`config.mk`:
```
export PLATFORM = sky130hd
export DESIGN_NAME = trap_ctrl
export DESIGN_NICKNAME = d
export VERILOG_FILES = /design/src/rtl/trap_pkg.sv /design/src/rtl/trap_prio_enc.sv /design/src/rtl/trap_ctrl.sv
export SDC_FILE = /design/constraint.sdc
export NUM_CORES = 1
export LEC_CHECK = 0
export BUFFER_PORTS_ARGS = -buffer_cell sky130_fd_sc_hd__buf_2
export CAP_MARGIN = 0
export CORE_UTILIZATION = 44
export CTS_BUF_LIST = sky130_fd_sc_hd__clkbuf_2
export CTS_CLUSTER_DIAMETER = 200
export CTS_CLUSTER_SIZE = 25
export DETAILED_ROUTE_END_ITERATION = 7
export PLACE_DENSITY = 0.75
export SETUP_SLACK_MARGIN = 0.15
export SLEW_MARGIN = 20
export SYNTH_ARGS = -nofsm -noshare
export SYNTH_HDL_FRONTEND = slang
export SYNTH_HIERARCHICAL = 1
export SYNTH_SLANG_ARGS = --single-unit
export TNS_END_PERCENT = 1
```
`constraint.sdc`:
```
create_clock -name clk -period 1.25 [get_ports clk]
set_clock_uncertainty 0.1 [all_clocks]
set_input_delay 0.1875 -clock clk [delete_from_list [all_inputs] [get_ports clk]]
set_output_delay 0.1875 -clock clk [all_outputs]
set_load 0.05 [all_outputs]
```
`src/rtl/trap_pkg.sv`:
```
// trap_pkg: shared state type, cause-width helper and reset values for trap_ctrl.
// Defining TRAP_IRQ_EN adds the system IRQ as an extra pending source (index NUM_SRC).
package trap_pkg;
    typedef enum logic [1:0] {IDLE, PENDING, TRAPPED} state_t;
`ifdef TRAP_IRQ_EN
    localparam bit IRQ_EN = 1'b1;
`else
    localparam bit IRQ_EN = 1'b0;
`endif
    localparam state_t RST_STATE = TRAPPED;
    localparam logic   RST_SYNC  = 1'b1;
    function automatic int cause_w(input int num_src);
        int n = IRQ_EN ? num_src + 1 : num_src;
        return (n <= 2) ? 1 : $clog2(n);
    endfunction
endpackage

```
`src/rtl/trap_prio_enc.sv`:
```
// trap_prio_enc: lowest-index-first priority encoder with an any-set flag.
module trap_prio_enc #(
    parameter int N = 4,
    parameter int W = 2
) (
    input  logic [N-1:0] req_i,
    output logic [W-1:0] idx_o,
    output logic         any_o
);
    always_comb begin
        idx_o = '0;
        for (int i = N - 1; i >= 0; i--)
            if (req_i[i]) idx_o = W'(i);
    end
    assign any_o = |req_i;
endmodule

```
`src/rtl/trap_ctrl.sv`:
```
// trap_ctrl: multi-source trap/NMI controller with queued, acknowledged causes.
// Macro TRAP_IRQ_EN: also trap once per system IRQ assertion (cause = NUM_SRC).
module trap_ctrl import trap_pkg::*; #(
    parameter  int NUM_SRC = 4,
    localparam int CAUSE_W = cause_w(NUM_SRC)
) (
    input  logic               clk,
    input  logic               rst,
    input  logic               m1_n,
    input  logic [NUM_SRC-1:0] trap_req,
    input  logic [NUM_SRC-1:0] trap_mask,
    input  logic               irq_sys_n,
    input  logic               new_isr,
    input  logic               last_isr_jmp,
    input  logic               virtual_enabled,
    input  logic               cause_ack,
    output logic               trap_state,
    output logic               nmi_n,
    output logic               irq_n,
    output logic               capture_address,
    output logic [CAUSE_W-1:0] trap_cause,
    output logic               cause_valid
);
    localparam int P = IRQ_EN ? NUM_SRC + 1 : NUM_SRC;

    state_t             state_q, state_d;
    logic               m1_s1_q, m1_s2_q, m1_h_q, irq_sync_q;
    logic               cap_q, cap_d, valid_q, valid_d;
    logic [CAUSE_W-1:0] cause_q, cause_d, enc_idx;
    logic [P-1:0]       pend_q, pend_d;
    logic               enc_any, m1_fall, m1_rise, ack;

    assign m1_fall = m1_h_q & ~m1_s2_q;
    assign m1_rise = ~m1_h_q & m1_s2_q;
    assign ack     = cause_ack & valid_q;

    trap_prio_enc #(.N(P), .W(CAUSE_W)) u_enc (
        .req_i(pend_q),
        .idx_o(enc_idx),
        .any_o(enc_any)
    );

`ifdef TRAP_IRQ_EN
    logic supp_q, irq_set;
    assign irq_set = ~irq_sync_q & ~supp_q;
`endif

    // Set is applied after the acknowledge clear so a live request wins.
    always_comb begin
        pend_d = pend_q;
        for (int i = 0; i < P; i++)
            if (ack && cause_q == CAUSE_W'(i)) pend_d[i] = 1'b0;
        pend_d[NUM_SRC-1:0] = pend_d[NUM_SRC-1:0] | (trap_req & ~trap_mask);
`ifdef TRAP_IRQ_EN
        pend_d[NUM_SRC] = pend_d[NUM_SRC] | irq_set;
`endif
    end

    always_comb begin
        state_d = state_q;
        cause_d = cause_q;
        valid_d = valid_q & ~ack;
        cap_d   = cap_q & ~m1_fall;
        case (state_q)
            IDLE:
                if (m1_fall && !virtual_enabled) state_d = TRAPPED;
                else if (enc_any && !valid_q) begin
                    state_d = PENDING;
                    cause_d = enc_idx;
                    valid_d = 1'b1;
                end
            PENDING:
                if (m1_fall && (new_isr || !virtual_enabled)) begin
                    state_d = TRAPPED;
                    cap_d   = new_isr;
                end
            TRAPPED:
                if (m1_fall && last_isr_jmp && virtual_enabled) state_d = IDLE;
            default: state_d = TRAPPED;
        endcase
    end

    always_ff @(posedge clk or posedge rst)
        if (rst) begin
            state_q    <= RST_STATE;
            m1_s1_q    <= RST_SYNC;
            m1_s2_q    <= RST_SYNC;
            m1_h_q     <= RST_SYNC;
            irq_sync_q <= 1'b1;
            cap_q      <= 1'b0;
            valid_q    <= 1'b0;
            cause_q    <= '0;
            pend_q     <= '0;
`ifdef TRAP_IRQ_EN
            supp_q     <= 1'b0;
`endif
        end else begin
            state_q    <= state_d;
            m1_s1_q    <= m1_n;
            m1_s2_q    <= m1_s1_q;
            m1_h_q     <= m1_s2_q;
            irq_sync_q <= m1_rise ? irq_sys_n : irq_sync_q;
            cap_q      <= cap_d;
            valid_q    <= valid_d;
            cause_q    <= cause_d;
            pend_q     <= pend_d;
`ifdef TRAP_IRQ_EN
            // Suppress tracks the asserted IRQ level; it arms in the clk the pend bit sets.
            supp_q     <= ~irq_sync_q;
`endif
        end

    assign trap_state      = (state_q == TRAPPED);
    assign nmi_n           = (state_q != PENDING);
    assign irq_n           = irq_sync_q;
    assign capture_address = cap_q;
    assign trap_cause      = cause_q;
    assign cause_valid     = valid_q;
endmodule

```
Word level (Yosys, flattened, before mapping)
Index checks and enable logic that the tools add are counted.
- register bits: 14
- input port bits: 16
- eq/ne operators: 9
- mux-type cells: 18
- bitwise operators: 13
- reductions and logical operators: 17
- operator list (cell ; number):
    $mux 2 ; 8
    $logic_and 1x1->1 ; 9
    $mux 1 ; 9
    $eq 2x2->1 const B ; 3
    $pmux 2 s3 ; 1
    $reduce_and 3->1 ; 2
    $and 1x1->1 ; 5
    $not 1->1 ; 5
    $and 4x4->4 ; 1
    $eq 2x1->1 const B ; 2
    $logic_not 2->1 ; 2
    $ne 2x1->1 const B ; 2
    $not 4->4 ; 1
    $or 4x4->4 ; 1
    $reduce_or 4->1 ; 1
    $ne 3x3->1 const B ; 1
    $logic_not 1->1 ; 2
    $ne 2x2->1 const B ; 1
    $logic_or 1x1->1 ; 1

Depth between registers and ports, before layout
Gate-level depths: netlist of run 1.
- depth after elaboration: 6
- mapped depth: 4
- mapped depth without buffers: 4

Hierarchy
The synthesis of run 1 kept the hierarchy.
- by module, submodules not included (module ; times used ; cells each ; area an instance (µm²) ; sequential area each (µm²)):
    trap_ctrl ; 1 ; 53 ; 598.1 ; 356.6
    trap_prio_enc ; 1 ; 7 ; 35.0 ; 0.0

Worst setup path before layout of run 1
No wires, ideal clock.
- kind: flip-flop to flip-flop
- start point: register valid_q (netlist: cause_valid)
- end point: register cause_q[0] (netlist: trap_cause[0])
- library setup time: 128 ps
- data arrival time: 1311 ps
- slack: -289 ps
- cell stages (with the launch flop): 4
- path buffers: 0
- cells stage by stage: dfrtp_1 -> clkinv_1 -> o2111ai_2 -> mux2_1
- longest elaborated chain between the ends: 3
- RTL lines (what ; line ; RTL):
    start, declared ; trap_ctrl.sv:28 ; logic cap_q, cap_d, valid_q, valid_d;
    start signal, assigned ; trap_ctrl.sv:104 ; valid_q <= valid_d;
    $logic_not 1->1 ; trap_ctrl.sv:67 ; else if (enc_any && !valid_q) begin
    $logic_and 1x1->1 ; trap_ctrl.sv:67 ;
    $reduce_and 3->1 (no line) ; -- ;
    end signal, assigned ; trap_ctrl.sv:105 ; cause_q <= cause_d;
    end, declared ; trap_ctrl.sv:29 ; logic [CAUSE_W-1:0] cause_q, cause_d, enc_idx;
No other way between the ends.
A chain may end at the register's enable or synchronous reset.

Worst setup path after layout of run 1
- start point: register state_q[1]
- end point: output port trap_state
- longest elaborated chain between the ends: 1
- RTL lines (what ; line ; RTL):
    start, declared ; trap_ctrl.sv:26 ; state_t state_q, state_d;
    start signal, assigned ; trap_ctrl.sv:98 ; state_q <= state_d;
    $eq 2x2->1 ; trap_ctrl.sv:113 ; assign trap_state = (state_q == TRAPPED);
    end, declared ; trap_ctrl.sv:17 ; output logic trap_state,
No other way between the ends.

==> run metrics, run 1 <==
WP data arrival roughly 1200 ps; critical path depth in cells 2; Cell variety after synth 23; cell depth of the worst flop-to-flop path 3; top post-synthesis cells by area dfrtp_1 36%, dfstp_2 21%, o21ai_0 7.1%; Ports 23; Layout Cells excl Fill 119; Power Total 2030 uW; first-pass GRT wire length 2180 um; worst-skew pair later-pin latency between 200 and 300 ps; Final setup viols 6; CP top delay family flip-flops; Num CTS Buffers 3; clock root buffer clkbuf_2; placed cells 107; P&R area growth vs syn 65.6%; die area approximately 0.0016 mm2; Detailed Routing Iterations Pass 1 4; type of the worst setup path reg -> out; Synth top area share 35.6%; sequential share of the synthesized area 56.3%; number of global-route vias before repair 550; Mapped Area 633 um2; ratio of cells with drive above 1 in the final layout 58.7%; Warnings, synthesis 6; Final period util 115%; GRT overflow 0; Post-DRT Antenna Nets 0; number of enable flip-flop cells after synthesis 0; Die X 39.9 um; crit end category output pin; Starting Density 48.1%; Synthesized Nets 76; WL final 1480 um; leading area contributor after synthesis dfrtp_1; # port buffers 22; outcome finished with violations; hold depth 2; hpwl dp 926 um; synthesized flop and latch total 14; clock sink count 14; fraction of registers with async set/reset 100%; Cell Pwr Density 1930 mW/mm2; Rows 13; slew margin rel. 65.1%; Hold WC Path Type in -> reg; Hold Vio Cnt, Final 0; H-tree depth 1; Worst Hold Slack 30.4 ps; Worst-path clk slew about 140 ps; GRT Util Overall 21.9%; critical path, cell by cell and2b_2 -> buf_8; failing checks setup timing; Least-Margin Pin Slew 523 ps; worst vdd ir 0.847 mV; Worst path max stage delay between 500 and 600 ps; routed via count 585; drt drc 0; Max Freq 0.698 GHz; Worst Slack Setup Final -183 ps; Max Slew Vio Count 0; Avg Cell Area, Syn roughly 11 um2; Via-to-Cell Ratio between 4 and 5; DRT iter0 DRCs 7; Synth Flop Type dfrtp_1; routed len/inst 12.5 um; Slowest cell on crit path dfstp_2; CP required 960 ps; Final Critical Period approximately 1400 ps; largest net degree at the start of global routing 15; clk buf depth 2; initial antenna violation count 0; CTS tree done; # nets final approximately 120; synth cell count leaders 9 x dfrtp_1, 9 x o21ai_0, 8 x inv_1; crit path buf inv count 1; n_diodes 0; RSZ-0062 raised after global routing yes; Max Cap Violations 0; Die Y 39.9 um; Critical Path Fanout Max 3; Leakage Power ~0.00050 uW; CP Launch Type flip-flop; GP Congestion 0.725; Cells after Synth 60; dpl ws -128 ps; setup TNS -689 ps; total core area between 0.001 and 0.0015 mm2
## repair_timing
item / in CTS / in global routing
resized for setup: 20 / 13
setup buffers: 1 / 0
pin swaps: 2 / 1
hold buffers: 7 / 0
setup endpoints to repair: 14 / 16
endpoints found under the hold margin: 15 / 0
## cells in the final DEF, fill, tap and decap left out, drive strengths merged, types with 3 or more instances in the layout
cell type / count
buf: 33
dfstp: 5
nand2b: 4
a21oi: 4
dfrtp: 9
inv: 8
mux2: 3
dlygate4sd3: 7
clkbuf: 3
nand2: 3
nor2: 3
o21ai: 10
## flip-flops by register name (all words and copies together) (netlist names)
| signal | count |
|---|---|
| irq_n | 1 |
| m1_h_q | 1 |
| cause_valid | 1 |
| capture_address | 1 |
| pend_q | 4 |
| trap_cause | 2 |
| m1_s2_q | 1 |
| state_q | 2 |
| m1_s1_q | 1 |
## layout make-up
class / count / area [um2]
Sequential cell: 14 / 359
Fill cell: 94 / 269
Tap cell: 15 / 18.8
Timing Repair Buffer: 40 / 325
Clock inverter: 1 / 3.75
Clock buffer: 3 / 15.0
Inverter: 9 / 35.0
Multi-Input combinational cell: 37 / 292
## metrics by stage
stage	area [um2]	util, %
after floorplan	654	-
after global placement	858	65.1
after detailed placement	858	65.1
after CTS	1020	77.8
after global routing	1050	79.6
final	1050	79.6
## logic make-up (layout without fill, tap and decap cells)
family | count (synthesis) | in the layout | synth area share (%)
compound gates | 17 | 17 | 16.6
mux | 3 | 3 | 5.34
flops | 14 | 14 | 56.3
buf+inv | 9 | 53 | 5.34
simple gates | 17 | 17 | 16.4
## metal layers
layer	global-route usage (%)	routed length (um)	vias up
met1	21.3	538	270
met4	10.3	10	0
li1	-	-	290
met5	0	0	-
met3	3.89	72	2
met2	43.1	863	23
## path summary, 6_finish.rpt
kind | from | slack [ps] | endpoint
setup / recovery | state_q[1] | -180 | trap_state
hold / removal | cause_ack | 30 | cause_valid
setup reg to reg | m1_h_q | -160 | trap_cause[0]
hold reg to reg | m1_s1_q | 270 | m1_s2_q
max in group asynchronous | rst | 300 | cause_valid
min in group asynchronous | rst | 370 | pend_q[3]
## power breakdown
part / internal, uW / total, uW / switching, uW
registers: 587 / 697 / 109
logic: 536 / 1120 / 579
clock network: 69.5 / 214 / 145
## worst reg2reg max path: cells and delay by family (launching register included)
family,cells,cell delay (ps)
flops,1,590
simple gates,1,70
mux,1,320
compound gates,1,220
No activity file was read; power rests on OpenSTA's default activity.
==> run 2, diff against run 1 <==
CORE_MARGIN = 2   (was unset)
CTS_CLUSTER_DIAMETER = 80   (was 200)
==> run metrics, run 2 (synthesis gave the netlist of run 1 again) <==
outcome finished with violations; failing checks setup timing; DRT iter0 DRCs 5 (-2); total core area 0.00132 mm2 (unchanged); CP endpoint trap_state; Leakage Power 0.000492 uW (-1.2%); routed via count 556 (-5.0%); CP top delay family flip-flops; clk buf depth 2 (unchanged); n_diodes 0 (unchanged); commonest non-fill, non-tap cell in the layout buf_2; number of global-route vias before repair 609 (+11%); Worst path max stage delay 570 ps (about the same); Placed Area 858 um2 (unchanged); CP required 960 ps (about the same); GRT Util Overall 17.8% (-4.1 points); Starting Density 48.1% (unchanged); clock share of power 10.1% (-0.5 points); H-tree depth 1 (unchanged); GP Congestion 0.821 (+13%); Num CTS Buffers 3 (unchanged); type of the worst setup path reg -> out; die area 0.00176 mm2 (+10%); Max Cap Violations 0 (unchanged); Die Y 41.9 um (+5.0%); switching share of total power 40.6% (-0.50 points); Power Total 1980 uW (-2.3%); sequential power share 35.4% (+1.0 points); drt drc 0 (unchanged); CP Launch Type flip-flop; Hold Vio Cnt, Final 0 (unchanged); Final Critical Period 1410 ps (-22.5 ps); Critical Path Fanout Max 3 (unchanged); critical path depth in cells 2 (unchanged); Final setup viols 7 (+1); most frequent cells in the layout 15 x buf_2, 11 x buf_4, 8 x inv_1; Hold WC Path Type in -> reg; Worst R2R End trap_cause[0]; cell depth of the worst flop-to-flop path 3 (unchanged); hold depth 2 (unchanged); # port buffers 22 (unchanged); final design utilization 78.4% (-1.1 points); slew margin rel. 65.7% (+0.61 points); CTS tree done; CP startpoint state_q[1]; Slowest cell on crit path dfstp_2; worst-skew pair later-pin latency 260 ps (-20 ps); worst vdd ir 1.02 mV (+20%); P&R area growth vs syn 63.2%; critical path, cell by cell and2b_2 -> buf_6; Worst-path clk slew 130 ps (about the same); Max Slew Vio Count 0 (unchanged); Least-Margin Pin Slew 514 ps (-9.11 ps); largest net degree at the start of global routing 15 (unchanged); Die X 41.9 um (+5.0%); max FFs per register 4 (unchanged); GRT overflow 0 (unchanged); first-pass GRT wire length 2420 um (+11%); WP data arrival 1120 ps (-30 ps); Final period util 113% (-1.8 points); Via-to-Cell Ratio 4.67 (-5.0%); routed len/inst 10.8 um (-13%); Cell Pwr Density 1920 mW/mm2 (-0.85%); clock sink count 14 (unchanged); Detailed Routing Iterations Pass 1 4 (unchanged); r2r setup slk -140 ps (+20 ps); fin area 0.00103 mm2 (-1.4%); initial antenna violation count 0 (unchanged); crit path buf inv count 1 (unchanged); Rows 13 (unchanged); Worst Slack Setup Final -160 ps (+22.5 ps); Comb power frac 54.5% (-0.5 points); RSZ-0062 raised after global routing yes; crit end category output pin; Max Freq 0.709 GHz (+1.6%); dpl ws -123 ps (+4.98 ps); internal power 1180 uW (-1.4%); Ports 23 (unchanged); ratio of cells with drive above 1 in the final layout 56.7% (-1.9 points); RR Startpoint m1_h_q; top register by number of flip-flops pend_q; # nets final 121 (unchanged); WL final 1280 um (-13%); Post-DRT Antenna Nets 0 (unchanged); Net Switching 804 uW (-3.5%); clock root buffer clkbuf_2
-- run 2: final cells by class --
class	instances	area, um2
multi-input combinational	37	280
tap	15	18.8
fill	90	284
inverter	9	35.0
clock buffer	3	15.0
timing repair buffer	40	322
clock inverter	1	3.75
sequential	14	359
-- run 2: per-stage QoR --
step / setup TNS [ps] / std cells / hold WS (ps)
floorplan: -325 / 60 / -26.9
CTS: -678 / 119 / 31.8
global route: -966 / 119 / 15.2
detailed placement: -248 / 107 / 152
global placement: -200 / 107 / 136
finish: -597 / 119 / 30.6
-- run 2: repair_timing --
item / 4_1_cts / 5_1_grt
resized for setup: 21 / 9
hold buffers: 7 / 0
buffers inserted: 1 / 0
endpoints found under the setup margin: 14 / 17
pin swaps: 2 / 3
hold endpoints to repair: 15 / 0
-- run 2: worst min-delay path by stage --
stage / start / endpoint / slack [ps]
finish: cause_ack / cause_valid / 30
global route: cause_ack / cause_valid / 20
detailed placement: rst / pend_q[3] / 150
global placement: rst / pend_q[2] / 140
floorplan: rst / capture_address / -30
CTS: irq_sys_n / irq_n / 30
-- run 2: routing by layer --
metal / routed length [um] / vias to the layer above / track usage [%]
met4: 7 / 0 / 5.81
met5: 0 / - / 0
met1: 532 / 247 / 19.8
li1: - / 290 / -
met3: 57 / 2 / 2.61
met2: 686 / 17 / 34.1
-- run 2: power by group through the flow --
stage	sequential (uW)	clock (uW)	combinational, uW
after detailed placement	685	0	860
after global placement	680	0	844
after CTS	692	214	1060
final	701	200	1080
after global routing	728	235	1150
after floorplan	867	0	415
==> run 3, diff against run 2 <==
==> constraint.sdc (replaced) <==
create_clock -name clk -period 1.25 [get_ports clk]
set_clock_uncertainty 0.1 [all_clocks]
set_input_delay 0.125 -clock clk [delete_from_list [all_inputs] [get_ports clk]]
set_output_delay 0.125 -clock clk [all_outputs]
set_load 0.05 [all_outputs]
==> run metrics, run 3 (synthesis gave the netlist of run 1 again) <==
max FFs per register 4 (unchanged); failing checks setup timing; drt drc 0 (unchanged); # port buffers 22 (unchanged); Power Total 1970 uW (-0.69%); first-pass GRT wire length 2620 um (+8.3%); GRT overflow 0 (unchanged); Worst Hold Slack 0.745 ps (-29.8 ps); GRT Util Overall 19.4% (+1.6 points); Post-DRT Antenna Nets 0 (unchanged); Worst-path clk slew 130 ps (about the same); Rows 13 (unchanged); top register by number of flip-flops pend_q; Max Slew Vio Count 0 (unchanged); Die X 41.9 um (unchanged); type of the worst setup path reg -> reg; die area 0.00176 mm2 (unchanged); largest net degree at the start of global routing 15 (unchanged); filler cell count 78 (-13%); dpl ws -123 ps (unchanged); total core area 0.00132 mm2 (unchanged); GP Congestion 0.821 (unchanged); slew margin rel. 65.8% (+0.12 points); CP Launch Type flip-flop; most frequent cells in the layout 15 x buf_2, 13 x dlygate4sd3_1, 9 x o21ai_1, 9 x buf_4; # nets final 126 (+4.1%); CTS tree done; RSZ-0062 raised after global routing yes; Ports 23 (unchanged); commonest non-fill, non-tap cell in the layout buf_2; Critical Path Fanout Max 3 (unchanged); Worst Slack Setup Final -150 ps (+10.2 ps); WP data arrival 1450 ps (+330 ps); Max Cap Violations 0 (unchanged); Final setup viols 5 (-2); n_diodes 0 (unchanged); number of global-route vias before repair 644 (+5.7%); Starting Density 48.1% (unchanged); Least-Margin Pin Slew 512 ps (-1.84 ps); Via-to-Cell Ratio 4.70 (+0.63%); outcome finished with violations; CP required 1300 ps (+340 ps); Die Y 41.9 um (unchanged); Hold Vio Cnt, Final 0 (unchanged); Max Freq 0.714 GHz (+0.73%); Cell Pwr Density 1810 mW/mm2 (-5.4%); Leakage Power 0.000514 uW (+4.4%); Reg area 358 um2 (-0.35%); clock root buffer clkbuf_2; worst vdd ir 0.988 mV (-2.7%); Num CTS Buffers 3 (unchanged); routed via count 583 (+4.9%); initial antenna violation count 0 (unchanged); WL final 1340 um (+4.4%); clk buf depth 2 (unchanged); clock sink count 14 (unchanged); Final period util 112% (-0.81 points); Final Critical Period 1400 ps (-10.2 ps); DRT iter0 DRCs 8 (+3); P&R area growth vs syn 71.3%; worst-skew pair later-pin latency 260 ps (about the same); Detailed Routing Iterations Pass 1 4 (unchanged); routed len/inst 10.8 um (+0.15%); crit end category flip-flop; H-tree depth 1 (unchanged); Hold WC Path Type in -> reg; ratio of cells with drive above 1 in the final layout 52.3% (-4.4 points); multi-input logic area 280 um2 (unchanged)
run 3: cell types whose count changed in the layout (fill, tap and decap cells not counted), sizes merged:
cell / delta
dlygate4sd3: +6
buf: -1
run 3: final cells by class:
cell class	count	area share (%)
clock buffer	3	1.38
clock inverter	1	0.346
inverter	9	3.23
multi-input combinational	37	25.8
sequential	14	33.0
tap	15	1.73
timing repair buffer	45	34.5
run 3: per-layer routing:
layer	track usage (%)	up-vias	part of all wire, %
li1	-	299	-
met1	22.3	265	41
met2	36.6	17	54
met3	2.61	2	3.7
met4	5.81	0	0.52
met5	0	-	0
run 3: worst paths after layout:
check                             from             to  slack (ps)  cells after the start
max                             m1_h_q  trap_cause[0]        -150                      3
min                        trap_req[3]      pend_q[3]         0.7                      3
max reg2reg                     m1_h_q  trap_cause[0]        -150                      3
min reg2reg                    m1_s1_q        m1_s2_q         270                      0
max in group asynchronous          rst    cause_valid         350                      3
min in group asynchronous          rst      pend_q[3]         320                      3
run 3: worst max-delay path: stages (launching register included):
cell and delay, ps:
dfstp_2 580, nand2b_4 70, o2111ai_4 230, mux2_4 320
run 3: power breakdown:
part	switching, uW	total [uW]	internal [uW]
combinational	553	1060	509
sequential	117	702	585
clock	132	202	69.6
run 3: stage by stage:
step,TNS [ps],util (%),area (um2),std cells
final,-544,82.3,1080,124
after global routing,-776,82.3,1080,124
after CTS,-575,81.6,1070,124
after detailed placement,-248,65.1,858,107
after global placement,-200,65.1,858,107
after floorplan,-296,-,654,60
run 3: timing repair:
item | CTS | global route
hold buffers | 13 | 0
resized for setup | 20 | 11
setup endpoints to repair | 14 | 18
hold endpoints to repair | 18 | 0
cloned | 0 | 0
buffers inserted | 0 | 0
pin swaps | 2 | 3
